<file path="config.mk">
export PLATFORM = sky130hd
export DESIGN_NAME = dm_cache_data_arbiter
export DESIGN_NICKNAME = d
export VERILOG_FILES = /design/src/rtl/dm_cache_data_arbiter.sv
export SDC_FILE = /design/constraint.sdc
export NUM_CORES = 1
export LEC_CHECK = 0
export CELL_PAD_IN_SITES_DETAIL_PLACEMENT = 0
export CELL_PAD_IN_SITES_GLOBAL_PLACEMENT = 1
export CORE_ASPECT_RATIO = 1.25
export CORE_MARGIN = 10
export CORE_UTILIZATION = 25
export DETAILED_ROUTE_END_ITERATION = 6
export GPL_TIMING_DRIVEN = 0
export PLACE_DENSITY_LB_ADDON = 0.1
export REMOVE_ABC_BUFFERS = 1
export SYNTH_ARGS = -nofsm -noshare
export SYNTH_HDL_FRONTEND = slang
export SYNTH_SLANG_ARGS = --single-unit
</file>
<file path="constraint.sdc">
create_clock -name clk -period 2.5 [get_ports clk]
set_clock_uncertainty 0.05 [all_clocks]
set_input_delay 0.5 -clock clk [delete_from_list [all_inputs] [get_ports clk]]
set_output_delay 0.5 -clock clk [all_outputs]
set_load 0.01 [all_outputs]
</file>
<file path="src/rtl/dm_cache_data_arbiter.sv">
// ---------------------------------------------------------------------------
// dm_cache_data_arbiter
//
// Shares the single-port cache data BRAM (1-cycle read latency, write-first)
// between the CPU pipeline and the refill/writeback engine. At most one access
// is granted per cycle. The CPU has priority, but a fill request that keeps
// losing is forced through after STARVE_LIMIT cycles. fill_lock gives the refill
// engine exclusive use of the port for multi-cycle line bursts. Read data is
// routed back to whichever requester issued the read, one cycle after its grant.
//
// Ports:
//   clk, rst                    clock, asynchronous active-low reset
//   cpu_req_*                   CPU request channel (valid/ready/we/index/data)
//   cpu_rsp_valid/data          CPU read response (cannot be back-pressured)
//   fill_req_*                  refill engine request channel
//   fill_lock                   refill engine holds exclusive port ownership
//   fill_rsp_valid/data         refill engine read response
//   bram_ena/wea/addra/dina     BRAM port drive
//   bram_douta                  BRAM read data, valid 1 cycle after a read enable
// ---------------------------------------------------------------------------
module dm_cache_data_arbiter #(
    parameter  int SET_NUM      = 32,
    parameter  int STARVE_LIMIT = 4,
    parameter  int DATA_W       = 32,
    localparam int IW           = $clog2(SET_NUM)
) (
    input  logic              clk,
    input  logic              rst,

    input  logic              cpu_req_valid,
    output logic              cpu_req_ready,
    input  logic              cpu_req_we,
    input  logic [IW-1:0]     cpu_req_index,
    input  logic [DATA_W-1:0] cpu_req_data,
    output logic              cpu_rsp_valid,
    output logic [DATA_W-1:0] cpu_rsp_data,

    input  logic              fill_req_valid,
    output logic              fill_req_ready,
    input  logic              fill_req_we,
    input  logic [IW-1:0]     fill_req_index,
    input  logic [DATA_W-1:0] fill_req_data,
    input  logic              fill_lock,
    output logic              fill_rsp_valid,
    output logic [DATA_W-1:0] fill_rsp_data,

    output logic              bram_ena,
    output logic              bram_wea,
    output logic [IW-1:0]     bram_addra,
    output logic [DATA_W-1:0] bram_dina,
    input  logic [DATA_W-1:0] bram_douta
);

    typedef logic [DATA_W-1:0] cache_data_type;

    localparam int CW = $clog2(STARVE_LIMIT + 1);
    localparam logic [CW-1:0] CNT_MAX = CW'(STARVE_LIMIT);

    typedef enum logic [1:0] {
        OWN_NONE = 2'd0,
        OWN_CPU  = 2'd1,
        OWN_FILL = 2'd2
    } owner_e;

    logic [CW-1:0]  starve_cnt_q, starve_cnt_d;
    owner_e         rd_owner_q, rd_owner_d;
    logic [IW-1:0]  addra_q, addra_d;
    cache_data_type dina_q, dina_d;

    logic force_fill;
    logic cpu_grant;
    logic fill_grant;
    logic sel_we;

    // Ready depends only on valids, lock and the starvation force, never on
    // the requester's own we/index/data.
    always_comb begin
        force_fill = (starve_cnt_q == CNT_MAX);
        if (fill_lock) begin
            cpu_req_ready  = 1'b0;
            fill_req_ready = 1'b1;
        end else begin
            cpu_req_ready  = !(force_fill && fill_req_valid);
            fill_req_ready = !cpu_req_valid || force_fill;
        end
    end

    assign cpu_grant  = cpu_req_valid  && cpu_req_ready;
    assign fill_grant = fill_req_valid && fill_req_ready;

    always_comb begin
        sel_we       = 1'b0;
        addra_d      = addra_q;
        dina_d       = dina_q;
        rd_owner_d   = OWN_NONE;
        starve_cnt_d = starve_cnt_q;

        if (fill_grant) begin
            sel_we  = fill_req_we;
            addra_d = fill_req_index;
            dina_d  = fill_req_data;
            if (!fill_req_we) rd_owner_d = OWN_FILL;
        end else if (cpu_grant) begin
            sel_we  = cpu_req_we;
            addra_d = cpu_req_index;
            dina_d  = cpu_req_data;
            if (!cpu_req_we) rd_owner_d = OWN_CPU;
        end

        // Lock cycles with a fill pending are fill grants, so they clear too.
        if (!fill_req_valid || fill_grant) begin
            starve_cnt_d = '0;
        end else if (starve_cnt_q != CNT_MAX) begin
            starve_cnt_d = starve_cnt_q + 1'b1;
        end
    end

    always_ff @(posedge clk or negedge rst) begin
        if (!rst) begin
            starve_cnt_q <= '0;
            rd_owner_q   <= OWN_NONE;
            addra_q      <= '0;
            dina_q       <= '0;
        end else begin
            starve_cnt_q <= starve_cnt_d;
            rd_owner_q   <= rd_owner_d;
            addra_q      <= addra_d;
            dina_q       <= dina_d;
        end
    end

    // The BRAM port is driven combinationally so a read granted in cycle T
    // returns data in T+1. Address/data hold their last granted values when
    // idle; the port is forced quiet while reset is asserted because the
    // ready outputs (and thus grants) stay live during reset.
    always_comb begin
        bram_ena   = rst && (cpu_grant || fill_grant);
        bram_wea   = bram_ena && sel_we;
        bram_addra = rst ? addra_d : '0;
        bram_dina  = rst ? dina_d  : '0;
    end

    always_comb begin
        cpu_rsp_valid  = (rd_owner_q == OWN_CPU);
        fill_rsp_valid = (rd_owner_q == OWN_FILL);
        cpu_rsp_data   = cpu_rsp_valid  ? bram_douta : '0;
        fill_rsp_data  = fill_rsp_valid ? bram_douta : '0;
    end

endmodule

</file>
==> results of run 1 <==
area by class of cell:
cell class / count / area [sq um] / share of cell area
inverters: 4 / 15.01 / 0.002358
repair buffers: 256 / 2646 / 0.4156
well taps: 168 / 210.2 / 0.03301
diodes: 1 / 2.502 / 0.0003930
multi-input cells: 309 / 2303 / 0.3618
clock buffers: 7 / 132.6 / 0.02083
flip-flops and latches: 42 / 1057 / 0.1660
worst max-delay path, cell delays in order, from the launching register on:
cell and delay, ns:
dfrtp_1 0.40, inv_2 0.07, ha_4 0.17, buf_4 0.14
nand3_2 0.17, and3_4 0.24, o31a_1 0.24, clkdlybuf4s15_2 0.23
cell usage after synthesis (2+ instances only):
cell type and n:
and3_1 44, nor2b_1 3, clkbuf_1 14, and2_1 65, dfrtp_1 42, buf_2 19
a221o_1 12, buf_6 3, nand2_1 33, ha_1 2, o31a_1 31, nor4b_1 6
or3_1 31, nor2_1 7, inv_1 4, nor3b_1 31, a21oi_1 31
per-layer routing:
| layer | up-vias | GRT usage | part of all wire |
|---|---|---|---|
| met5 | - | 0 | 0 |
| met1 | 1839 | 0.1941 | 0.40 |
| met4 | 0 | 0.04540 | 0.015 |
| met3 | 15 | 0.05100 | 0.094 |
| met2 | 201 | 0.2880 | 0.49 |
| li1 | 1866 | - | - |
cells by family (layout without fill, tap and decap cells):
kind of cell	count (synthesis)	count (layout)
xor gates and xnor gates	1	1
adders and majority gates	2	2
buffers and inverters	42	267
and+or+nand+nor	225	230
DFF	42	42
AOI/OAI and AO/OA	76	76
other	0	1
worst max-delay path by stage:
stage	end	slack, ns	depth (start not counted)
2_1_floorplan	bram_dina[11]	-1.49	3
3_3_place_gp	bram_dina[13]	-3.84	5
3_5_place_dp	bram_dina[2]	-0.98	6
4_1_cts	bram_dina[5]	-0.07	8
5_1_grt	bram_dina[21]	-0.05	7
6_report	bram_dina[23]	0.008	7
cell usage in the layout, fill, tap and decap left out, drive strengths merged:
| cell | n |
|---|---|
| a21boi | 1 |
| a21oi | 31 |
| a221o | 12 |
| a32o | 1 |
| and2 | 65 |
| and3 | 44 |
| buf | 69 |
| clkbuf | 12 |
| clkdlybuf4s15 | 4 |
| clkdlybuf4s50 | 175 |
| dfrtp | 42 |
| diode | 1 |
| dlygate4sd2 | 2 |
| dlymetal6s2s | 1 |
| ha | 2 |
| inv | 4 |
| nand2 | 33 |
| nand2b | 1 |
| nand3 | 6 |
| nor2 | 7 |
| nor2b | 5 |
| nor3 | 1 |
| nor3b | 31 |
| nor4b | 6 |
| o31a | 31 |
| or3 | 31 |
| xnor2 | 1 |
timing repair:
item | CTS | global route
setup endpoints to repair | 94 | 52
pin swaps | 9 | 11
cloned | 10 | 3
setup buffers | 20 | 6
resized for setup | 197 | 41
report_power, final:
part	internal, mW	leakage [nW]	switching, mW
sequential	0.748	0.514	0.0192
clock	0.366	0.0640	0.268
combinational	0.473	2.10	0.328
sequential cells by signal, summed over array words and instances (netlist names):
name	count
dina_q	32
addra_q	5
rd_owner_q	2
starve_cnt_q	3
==> flow_summary_export.csv, run 1 <==
group,metric,value,unit
clock_tree,cts_tree,"yes",
routing,routed_wl,16.01,mm
worst_setup_path,required,1.95,ns
timing,finalCritPeriodShare,0.9968,
final_layout,nets,733,
placement,placed_cell_area,5572,sq um
power,p_leak,2.683,nW
final_layout,instances_no_fill,787,
routing,drt_iter0_markers,150,
routing,remaining_drc_errors,0,
timing,timing.final.max_slew_violations,0,
die,core,12660,sq um
clock_tree,cts_max_level,2,
routing,ant_nets,0,
global_routing,grt_pass1_wl,23.57,mm
power,ir_drop,0.2344,mV
yosys,seq_area_frac_synth,0.3250,
final_layout,drive_gt1_frac,0.2282,
timing,relSlewSlack,0.7506,
outcome,status,"finished clean",
worst_setup_path,path_max_fanout,5,
power,power_density,345.8,nW/um^2
timing,setup_viol,0,
global_routing,antenna_found_initial,0,
clock_tree,cts_max_path_buffers,2,
yosys,synthXorXnorAreaFrac,0.002708,
global_routing,grt_pass1_vias,4068,
timing,fin_crit,2.492,ns
clock_tree,hold_buffers,0,
routing,vias,3921,
global_routing,grt_util_all_layers,0.1672,
yosys,synth_top_family_by_area,"simple AND/OR/NAND/NOR gates",
yosys,avgSynthCellArea,8.336,sq um
yosys,synthFlopType,"dfrtp_1",
worst_setup_path,worstSetupPathType,"flip-flop to output pin",
yosys,yosys.area.top_type,"dfrtp_1",
worst_setup_path,arrival,1.94,ns
yosys,synth_cells,388,
yosys,ys_warn_count,0,
die,start_util,0.2554,
placement,dp_slack,-0.9821,ns
timing,fmax,0.4013,GHz
timing,holdWs,0.07130,ns
final_layout,syn_to_final_growth,96.87,%
routing,wire_per_inst,20.34,um
die,die_area,17920,sq um
timing,worst_pin_slew,0.3741,ns
die,dieWidth,121.7,um
placement,gp_congestion,0.7905,
worst_setup_path,rr_worst_depth,8,
routing,viasPerCell,4.982,
routing,dr.pass1.iters,4,
worst_setup_path,endpoint_kind,"output pin",
clock_tree,root_buffer,"clkbuf_16",
die,die_y,147.2,um
final_layout,fillers,1231,
yosys,synth_area_leaders,"dfrtp_1 32%, and2_1 13%, and3_1 8.5%",
worst_setup_path,reg2reg_setup_slack,0.73,ns
yosys,ys_types,27,
global_routing,grt_remaining_overflow,0,
die,rows,46,
worst_setup_path,crit_path_start_kind,"flip-flop",
clock_tree,clkTransAtPathRegs,0.06,ns
clock_tree,cts_sinks,42,
final_layout,stdcell_area,6367,sq um
global_routing,grt_max_degree,59,
yosys,synthesis.area,3234,sq um
yosys,yosysTopAreaCellShare,0.3250,
timing,layout_setup_ws,0.008053,ns
placement,io_buffers,219,
power,total_power,2.202,mW
worst_setup_path,worst_r2r_endpoint,"dina_q[2]",
yosys,synth_edf_count,0,
placement,dp_hpwl,10.75,mm
yosys,synthSimpleGateAreaFrac,0.4244,
placement,dp.cells,743,
timing,tns,0,ns
min_path,holdCritPathClass,"input port to asynchronous set/reset pin",
yosys,synth_compound_area_frac,0.1756,
clock_tree,clk_latency,0.29,ns
yosys,synth-seq-cells,42,
run,max_cap_viol_count,0,
worst_setup_path,r2r_start,"starve_cnt_q[1]",
worst_setup_path,startpoint,"starve_cnt_q[1]",
yosys,synthArstFlopShare,1.000,
timing,rsz0062_at_grt,"yes",
die,io_pins,220,
final_layout,final_util,0.5029,
yosys,synthMuxAreaShare,0,
yosys,synthAdderAreaFrac,0.007737,
timing,hold_viol,0,
clock_tree,cts_made_buffers,5,
Note: power is estimated with default switching activity, not from simulation.
==> run 2, diff against run 1 <==
--- a/config.mk
+++ b/config.mk
@@ -10,6 +10,7 @@
 export CORE_ASPECT_RATIO = 1.25
 export CORE_MARGIN = 10
 export CORE_UTILIZATION = 25
+export CTS_CLUSTER_DIAMETER = 150
 export DETAILED_ROUTE_END_ITERATION = 6
 export GPL_TIMING_DRIVEN = 0
 export PLACE_DENSITY_LB_ADDON = 0.1
==> constraint.sdc (replaced) <==
create_clock -name clk -period 2.46 [get_ports clk]
set_clock_uncertainty 0.05 [all_clocks]
set_input_delay 0.492 -clock clk [delete_from_list [all_inputs] [get_ports clk]]
set_output_delay 0.492 -clock clk [all_outputs]
set_load 0.01 [all_outputs]
==> flow_summary_export.csv, run 2 (synthesis results as in run 1) <==
group,metric,value,unit
final_layout,drive_gt1_frac,0.2508,
final_layout,largest_reg_flops,32,
die,die_area,17920,sq um
global_routing,grt_util_all_layers,0.1654,
worst_setup_path,path_buf_inv,4,
clock_tree,hold_buffers,0,
clock_tree,cts_made_buffers,5,
outcome,status,"finished with violations",
routing,ant_nets,0,
worst_setup_path,path_max_fanout,21,
outcome,violations,"negative setup slack",
routing,viasPerCell,4.966,
worst_setup_path,crit_path_start_kind,"input port",
die,start_util,0.2554,
routing,wire_per_inst,20.44,um
final_layout,fillers,1235,
placement,io_buffers,219,
timing,fmax,0.4001,GHz
run,max_cap_viol_count,0,
die,rows,46,
worst_setup_path,worstSetupPathType,"input port to output pin",
routing,remaining_drc_errors,0,
clock_tree,cts_max_level,2,
routing,routed_wl,16.09,mm
timing,layout_setup_ws,-0.03954,ns
die,io_pins,220,
timing,relSlewSlack,0.7256,
worst_setup_path,crit_slowest_cell,"a221o_1",
clock_tree,root_buffer,"clkbuf_16",
power,p_leak,2.691,nW
clock_tree,clk_latency,0.29,ns
routing,vias,3908,
min_path,holdCritPathClass,"input port to asynchronous set/reset pin",
worst_setup_path,required,1.92,ns
worst_setup_path,slowest_delay,0.34,ns
final_layout,syn_to_final_growth,99.30,%
global_routing,grt_max_degree,59,
clock_tree,cts_tree,"yes",
clock_tree,clkTransAtPathRegs,0.06,ns
placement,gp_congestion,0.7905,
final_layout,largest_register,"dina_q",
worst_setup_path,crit_cells,7,
worst_setup_path,endpoint_kind,"output pin",
timing,timing.final.max_slew_violations,0,
die,core,12660,sq um
timing,setup_viol,9,
placement,dp_hpwl,10.75,mm
routing,dr.pass1.iters,4,
final_layout,final_util,0.5091,
timing,worst_pin_slew,0.4116,ns
final_layout,final_common_cell,"clkdlybuf4s50_1",
global_routing,antenna_found_initial,0,
worst_setup_path,rr_worst_depth,7,
final_layout,most-common-layout-cells,"175 x clkdlybuf4s50_1, 64 x and2_1, 39 x dfrtp_1",
power,ir_drop,0.2349,mV
worst_setup_path,arrival,1.96,ns
die,die_y,147.2,um
worst_setup_path,worstPathCellList,"dlygate4sd2_1, nor2b_4, buf_12, buf_12, and3_1, a221o_1, clkdlybuf4s15_2",
global_routing,grt_pass1_vias,4029,
clock_tree,cts_max_path_buffers,2,
die,dieWidth,121.7,um
timing,hold_viol,0,
final_layout,nets,733,
global_routing,grt_remaining_overflow,0,
worst_setup_path,crit_family,"buffers and inverters",
power,power_density,348.0,nW/um^2
worst_setup_path,critPathMostFrequentCell,"buf_12",
power,total_power,2.243,mW
timing,rsz0062_at_grt,"yes",
routing,drt_iter0_markers,121,
final_layout,largestRegisters,"dina_q: 32 flops, addra_q: 5 flops, starve_cnt_q: 3 flops",
timing,finalCritPeriodShare,1.016,
timing,fin_crit,2.500,ns
global_routing,grt_pass1_wl,23.31,mm
clock_tree,cts_sinks,42,
==> run 2: cell types whose count changed in the layout (fill, tap and decap cells not counted), sizes merged <==
cell	change
buf	-2
clkbuf	+1
dlygate4sd2	+2
dlymetal6s2s	-1
==> run 2: repair_timing <==
item | CTS | global route
resized for setup | 186 | 62
endpoints found under the setup margin | 98 | 77
pin swaps | 8 | 22
buffers inserted | 19 | 6
gates cloned | 9 | 4
==> run 2: layer usage <==
| layer | wire (um) | global-route usage | vias to the layer above | part of all wire |
|---|---|---|---|---|
| met4 | 257 | 0.04540 | 0 | 0.016 |
| met3 | 1444 | 0.05100 | 15 | 0.090 |
| li1 | - | - | 1863 | - |
| met2 | 7839 | 0.2806 | 188 | 0.49 |
| met1 | 6543 | 0.1950 | 1842 | 0.41 |
| met5 | 0 | 0 | - | 0 |
==> run 2: area by class of cell <==
type	count	area [sq um]	area share
Timing Repair Buffer	256	2673	0.4146
Multi-Input combinational cell	309	2359	0.3659
Sequential cell	42	1055	0.1636
Tap cell	168	210.2	0.03261
Clock buffer	7	132.6	0.02057
Inverter	4	15.01	0.002329
Antenna cell	1	2.502	0.0003882
==> run 2: worst paths after layout <==
| check | start | endpoint | slack (ns) |
|---|---|---|---|
| worst max-delay path | cpu_req_valid | bram_dina[21] | -0.04 |
| worst max register to register | starve_cnt_q[1] | dina_q[10] | 0.68 |
| max in group asynchronous | rst | rd_owner_q[1] | 1.69 |
| worst min register to register | dina_q[5] | dina_q[5] | 0.46 |
| min in group clk | dina_q[5] | dina_q[5] | 0.46 |
| worst min-delay path | rst | dina_q[20] | 0.06 |
==> run 2: stage by stage <==
step                      setup slack (ns)  hold WS, ns  TNS (ns)  area (sq um)  instances
after floorplan                     -1.510       0.1464    -74.04          3040        350
after global placement              -3.869       0.3958   -354.04          5443        737
after detailed placement            -1.006       0.3767    -34.82          5572        743
after CTS                          -0.1013      0.06509    -1.184          6145        778
after global routing               -0.1115      0.08143    -1.902          6444        786
final                             -0.03954      0.06115   -0.1481          6446        787
==> run 2: where the power goes <==
group	switching, mW	internal, mW	leakage [nW]	total, mW
clock	0.271	0.372	0.0640	0.643
sequential	0.0195	0.760	0.515	0.779
combinational	0.337	0.484	2.11	0.821
